<file path="config.mk">
export PLATFORM = sky130hd
export DESIGN_NAME = cacheline_arbiter
export DESIGN_NICKNAME = d
export VERILOG_FILES = /design/src/rtl/cacheline_arbiter.sv
export SDC_FILE = /design/constraint.sdc
export NUM_CORES = 1
export LEC_CHECK = 0
export ABC_AREA = 1
export CAP_MARGIN = 0
export CORE_AREA = 10 10 527 529
export CTS_BUF_LIST = sky130_fd_sc_hd__clkbuf_2
export DETAILED_ROUTE_END_ITERATION = 8
export DIE_AREA = 0 0 537 539
export HOLD_SLACK_MARGIN = 0.06
export PLACE_DENSITY = 0.33
export SYNTH_ARGS = -nofsm -noshare
export SYNTH_HDL_FRONTEND = slang
export SYNTH_SLANG_ARGS = --single-unit
</file>
<file path="constraint.sdc">
create_clock -name clk -period 1.8 [get_ports clk]
set_input_delay 0.54 -clock clk [delete_from_list [all_inputs] [get_ports clk]]
set_output_delay 0.54 -clock clk [all_outputs]
set_load 0.02 [all_outputs]
</file>
<file path="src/rtl/cacheline_arbiter.sv">
// cacheline_arbiter: shares one cacheline adaptor between the I-cache (read
// only) and the D-cache (read / write-back). A winner is picked in IDLE, its
// request is latched and replayed to the adaptor until adp_resp, the response
// is routed back to that requester only, and a one-cycle GAP follows so the
// adaptor returns to its start state.
//
// Configuration macro: ARB_ROUND_ROBIN_EN
//   defined   -> on a tie, the requester that was not granted last wins
//   undefined -> fixed priority, D-cache wins whenever it requests
//
// Handshake: i_read, d_read and d_write are level requests that the requester
// holds until its one-cycle x_resp pulse; x_resp doubles as the acceptance and
// completion strobe, and a request still high after the pulse is a new one.
// Toward the adaptor, adp_read/adp_write stay high until the cycle adp_resp is
// seen, and adp_resp outside a grant is ignored.
module cacheline_arbiter #(
    parameter int ADDR_W = 32,
    parameter int LINE_W = 256
) (
    input  logic              clk,
    input  logic              reset_n,
    input  logic [ADDR_W-1:0] i_address,
    input  logic              i_read,
    output logic [LINE_W-1:0] i_line_o,
    output logic              i_resp,
    input  logic [ADDR_W-1:0] d_address,
    input  logic              d_read,
    input  logic              d_write,
    input  logic [LINE_W-1:0] d_line_i,
    output logic [LINE_W-1:0] d_line_o,
    output logic              d_resp,
    output logic [ADDR_W-1:0] adp_address,
    output logic              adp_read,
    output logic              adp_write,
    output logic [LINE_W-1:0] adp_line_o,
    input  logic [LINE_W-1:0] adp_line_i,
    input  logic              adp_resp,
    output logic [1:0]        dbg_state,
    output logic              dbg_last_grant
);

    typedef enum logic [1:0] {
        IDLE    = 2'd0,
        GRANT_I = 2'd1,
        GRANT_D = 2'd2,
        GAP     = 2'd3
    } state_t;

    state_t            state;
    logic [ADDR_W-1:0] addr_q;
    logic [LINE_W-1:0] wdata_q;
    // last_grant_d_q: 0 = I-cache was served last, 1 = D-cache
    logic              last_grant_d_q;
    // adp_read_q / adp_write_q also hold the latched D-cache op
    logic              adp_read_q;
    logic              adp_write_q;
    logic              req_i;
    logic              req_d;
    logic              pick_d;

    // Winner selection for the IDLE decision
    always_comb begin
        req_i  = i_read;
        req_d  = d_read | d_write;
`ifdef ARB_ROUND_ROBIN_EN
        pick_d = req_d && (!req_i || !last_grant_d_q);
`else
        pick_d = req_d;
`endif
    end

    // Arbitration FSM with latched request and registered adaptor strobes
    always_ff @(posedge clk or negedge reset_n) begin
        if (!reset_n) begin
            state          <= IDLE;
            addr_q         <= '0;
            wdata_q        <= '0;
            last_grant_d_q <= 1'b0;
            adp_read_q     <= 1'b0;
            adp_write_q    <= 1'b0;
        end else begin
            case (state)
                IDLE: begin
                    if (pick_d) begin
                        state       <= GRANT_D;
                        addr_q      <= d_address;
                        wdata_q     <= d_line_i;
                        // read+write together is treated as a write
                        adp_read_q  <= ~d_write;
                        adp_write_q <= d_write;
                    end else if (req_i) begin
                        state       <= GRANT_I;
                        addr_q      <= i_address;
                        adp_read_q  <= 1'b1;
                        adp_write_q <= 1'b0;
                    end
                end
                GRANT_I: begin
                    if (adp_resp) begin
                        state          <= GAP;
                        last_grant_d_q <= 1'b0;
                        adp_read_q     <= 1'b0;
                        adp_write_q    <= 1'b0;
                    end
                end
                GRANT_D: begin
                    if (adp_resp) begin
                        state          <= GAP;
                        last_grant_d_q <= 1'b1;
                        adp_read_q     <= 1'b0;
                        adp_write_q    <= 1'b0;
                    end
                end
                GAP: begin
                    state <= IDLE;
                end
                default: begin
                    state <= IDLE;
                end
            endcase
        end
    end

    // Response routing and adaptor-side outputs
    always_comb begin
        i_resp         = (state == GRANT_I) && adp_resp;
        d_resp         = (state == GRANT_D) && adp_resp;
        i_line_o       = adp_line_i;
        d_line_o       = adp_line_i;
        adp_address    = addr_q;
        adp_line_o     = wdata_q;
        adp_read       = adp_read_q;
        adp_write      = adp_write_q;
        dbg_state      = state;
        dbg_last_grant = last_grant_d_q;
    end

endmodule

</file>
# --- Word-level counts from Yosys, hierarchy flattened ---
# Cells that the tools add are included.
classes:
  n_eq_ne: 7
  n_mux: 15
  bitwise: 2
  n_reduce_logical: 12
ops:
  columns: ["cell", "n"]
  rows:
  - ["2-to-1 mux 32 bit", 2]
  - ["2-to-1 mux 1 bit", 6]
  - ["2-to-1 mux 2 bit", 3]
  - ["case mux 1 bit (2 select lines)", 3]
  - ["case mux 2 bit (3 select lines)", 1]
  - ["AND reduction 2 bit", 3]
  - ["AND reduction 3 bit", 2]
  - ["nonzero test 2 bit", 3]
  - ["equality test 2 bit, second input constant", 2]
  - ["inequality test 2 bit, second input constant", 2]
  - ["inequality test 3 bit, second input constant", 1]
  - ["equality test 2 x 1 -> 1 bit, second input constant", 1]
  - ["logical AND 1 bit", 2]
  - ["logical NOT 2 bit", 1]
  - ["inequality test 2 x 1 -> 1 bit, second input constant", 1]
  - ["OR reduction 2 bit", 1]
  - ["NOT 1 bit", 1]
  - ["bitwise OR 1 bit", 1]
totals:
  register_bits: 293
  in_bits: 582
  output_inout_bits: 807
  elab_cells: 42

# --- Logic depth before layout (Yosys ltp) ---
logic_depth:
  ltp_word: 4
  depth_mapped: 9
  ltp_nobuf: 7

# --- Worst setup path after synthesis ---
# Ideal clock, no wire load.
synth_path:
  path_kind: "flip-flop to flip-flop"
  start: "register state[0], in the netlist dbg_state[0]"
  end: "register wdata_q[207], in the netlist adp_line_o[207]"
  setup_ns: 0.066
  arrival_ns: 1.598
  slack_ns: 0.136
  stages_incl_launch_ff: 8
  n_path_buf: 3
  path_cell_list: "dfrtp_1 -> inv_1 -> ha_1 -> buf_2 -> clkbuf_1 -> clkbuf_1 -> nand3_1 -> nand2_1"
synth_via:
  elab_chain_len: 2
synth_rtl:
  columns: ["item", "line_no", "rtl"]
  rows:
  - ["from (decl)", "49", "state_t state;"]
  - ["from (signal assigned)", "75", "state <= IDLE;"]
  - ["from (signal assigned)", "85", "state <= GRANT_D;"]
  - ["from (signal assigned)", "92", "state <= GRANT_I;"]
  - ["logical NOT 2 bit", "82", "case (state)"]
  - ["AND reduction 2 bit (no line)", null, null]
  - ["to (signal assigned)", "87", "wdata_q <= d_line_i;"]
  - ["to (decl)", "51", "logic [LINE_W-1:0] wdata_q;"]
# Every way passes these cells.
# A chain may end at the register's enable or synchronous reset.

# --- Final worst setup path ---
layout_path:
  start: "register state[1], in the netlist dbg_state[1]"
  end: "output i_resp"
layout_via:
  elab_chain_len: 2
layout_rtl:
  columns: ["item", "line_no", "rtl"]
  rows:
  - ["equality test 2 x 1 -> 1 bit", "126", "i_resp = (state == GRANT_I) && adp_resp;"]
  - ["logical AND 1 bit", "126", null]
  - ["to (decl)", "25", "output logic i_resp,"]
# Every way passes these cells.

==> impl_results.md <==
- Outcome: finished with violations
- Failing checks: setup timing
- Worst Setup Start Kind: register
- Worst Hold Depth: 5
- Share of layout cells above drive strength 1: 0.293
- Synth-to-layout area growth: 119%
- Core area: 267000 sq um
- Remaining DRCs: 0
- CP Cell Sequence: buf_6 > inv_4 > buf_6 > ha_4 > nand2_4 > inv_4 > buf_12
- Most frequent cells in the layout: 650 x dlygate4sd3_1, 600 x nand2_1, 323 x clkdlybuf4s50_1
- Hold WS: 0.334 ns
- Worst-Skew Late Latency: 1.50 ns
- First-pass GRT wire length: 209 mm
- Critical-path top delay cell: dfrtp_1
- CP max stage delay: 0.39 ns
- Die area: 289000 sq um
- Worst Path Buf+Inv: 5
- Largest delay share family, worst path: buffers and inverters
- Clk_skew: 0.222 ns
- GRT Total Usage: 0.112
- WP data arrival: 2.54 ns
- Finished Layout Cells: 6626
- Pre-CTS setup slack: -0.540 ns
- Wire length per cell: 26.3 um
- RSZ-0062 raised after global routing: yes
- Largest net degree at the start of global routing: 70
- Fin crit share: 1.71
- Synth Area per Inst: 8.28 sq um
- Seq/Total Area, Yosys: 0.464
- Clock Pin Slew Worst Setup and Hold Paths: 0.08 ns
- Library cells used by synthesis: 16
- Pins Over Slew Limit: 0
- Die W: 537 um
- Vias in the first global route: 18100
- Critical path type: reg -> out
- DRT Pass-1 Iters: 4
- Power per cell area: 1500 nW/um^2
- Initial antenna violation count: 109
- Req. time, crit path: 1.26 ns
- Post-DP HPWL: 144 mm
- Period minus WS final: 3.08 ns
- Ports: 1389
- Clock sink count: 293
- Peak Freq: 325 MHz
- Max VDD drop: 0.615 mV
- # Max-Cap Violations: 0
- IO buf count: 620
- Commonest non-fill, non-tap cell in the layout: dlygate4sd3_1
- Cell Area, Synth: 15800 sq um
- Routed wire length: 174 mm
- Final WS setup: -1.28 ns
- Fin util: 0.130
- Root buffer cell: clkbuf_2
- Post-Syn Instances: 1910
- Final Hold Viols: 0
- Die height: 539 um
- Final ANT Viol Nets: 0
- #FFs+latches synth: 293
- Worst Tran Pin Value: 0.680 ns
- CTS tree: yes
- Leak: 15.2 nW
- Critical Path Sink Type: primary output
- Via count: 17300
- Placer congestion estimate: 0.758
- Synth warn: 0
- Initial DRC count: 664
- Gr ovfl total: 0
- Syn_nets: 2497
- Worst r2r path cells: 10
- CP Max Fanout: 2
- Via density: 2.61
- Nets: 3548
- CTS max path bufs: 4
- Hold WC Path Type: in -> reg
- Total Power: 0.0519 W
- H-tree levels: 3
- Initial core utilization: 0.0592
- # rows: 190
- WP depth: 7
- Final Setup Violations: 579
- Clock buffer count from CTS: 102
- Normalized max-slew margin: 0.547
- Cells after DPL: 5546
[Yosys cell counts]
master | instances | share of area
buf_4 | 522 | 0.25
buf_1 | 10 | 0.0024
nand4_1 | 2 | 0.00079
nor2_1 | 3 | 0.00071
a21oi_1 | 1 | 0.00032
inv_2 | 1 | 0.00024
nand3_1 | 258 | 0.082
o21ai_0 | 2 | 0.00063
nand2_1 | 722 | 0.17
clkbuf_1 | 27 | 0.0064
dfrtp_1 | 293 | 0.46
nor2_4 | 1 | 0.00071
inv_1 | 11 | 0.0026
ha_1 | 5 | 0.0040
a21oi_2 | 1 | 0.00055
buf_2 | 51 | 0.016
[layer usage]
metal	wire length, um	GRT usage	share of wire
met3	35100	0.107	0.20
met4	7990	0.0452	0.046
met2	83200	0.189	0.48
met1	47500	0.0869	0.27
met5	570	0.00600	0.0033
[registers in the layout (all words and copies together), names as in the netlist]
name            cells
adp_line_o        256
dbg_state           2
adp_address        32
adp_write           1
adp_read            1
dbg_last_grant      1
[worst reg2reg max path: cells and delay by family, from the launching register on]
family                   cells  cell delay (ns)
flip-flops                   1             0.41
AND/OR/NAND/NOR              3             0.23
buffers and inverters        6             0.86
adder cells (fa/ha/maj)      1             0.15
[through the flow]
step,TNS (ns),cell area (sq um)
finish,-302.94,34600
CTS,-357.52,32500
detailed placement,-102.95,23700
global placement,-92.35,23700
floorplan,0,15800
global route,-375.63,34600
[cell type report]
type / count / area, sq um
fillers: 30400 / 232000
repair buffers: 1557 / 17100
flip-flops and latches: 293 / 7330
multi-input cells: 995 / 4720
well taps: 3552 / 4440
clock buffers: 138 / 691
clock inverters: 31 / 160
diodes: 48 / 120
inverters: 12 / 57.6
[final timing paths]
path	startpoint	to	slack, ns
hold reg to reg	adp_line_o[56]	adp_line_o[56]	0.50
min in group asynchronous	reset_n	adp_line_o[53]	0.46
setup / recovery	dbg_state[1]	i_resp	-1.28
max in group asynchronous	reset_n	adp_line_o[79]	0.38
hold / removal	adp_resp	dbg_last_grant	0.33
setup reg to reg	dbg_state[1]	adp_line_o[144]	-0.17
[cells by family after synthesis]
kind of cell,after synthesis,share of synthesized area
AOI/OAI and AO/OA,4,0.00150
adders and majority gates,5,0.00396
buffers and inverters,622,0.276
DFF,293,0.464
and+or+nand+nor,986,0.255
[where the power goes]
part	leakage, nW	switching, W	total [W]	internal [W]
sequential	3.62	0.00272	0.0125	0.00980
clock	0.653	0.00393	0.00616	0.00223
combinational	10.9	0.0165	0.0333	0.0168
[timing repair]
action | 4_1_cts | 5_1_grt
hold buffers | 655 | 6
setup endpoints to repair | 404 | 536
endpoints found under the hold margin | 586 | 21
setup buffers | 91 | 90
resized for setup | 1298 | 219
pin swaps | 2 | 17
cloned | 7 | 26
No activity file was read; power rests on OpenSTA's default activity.
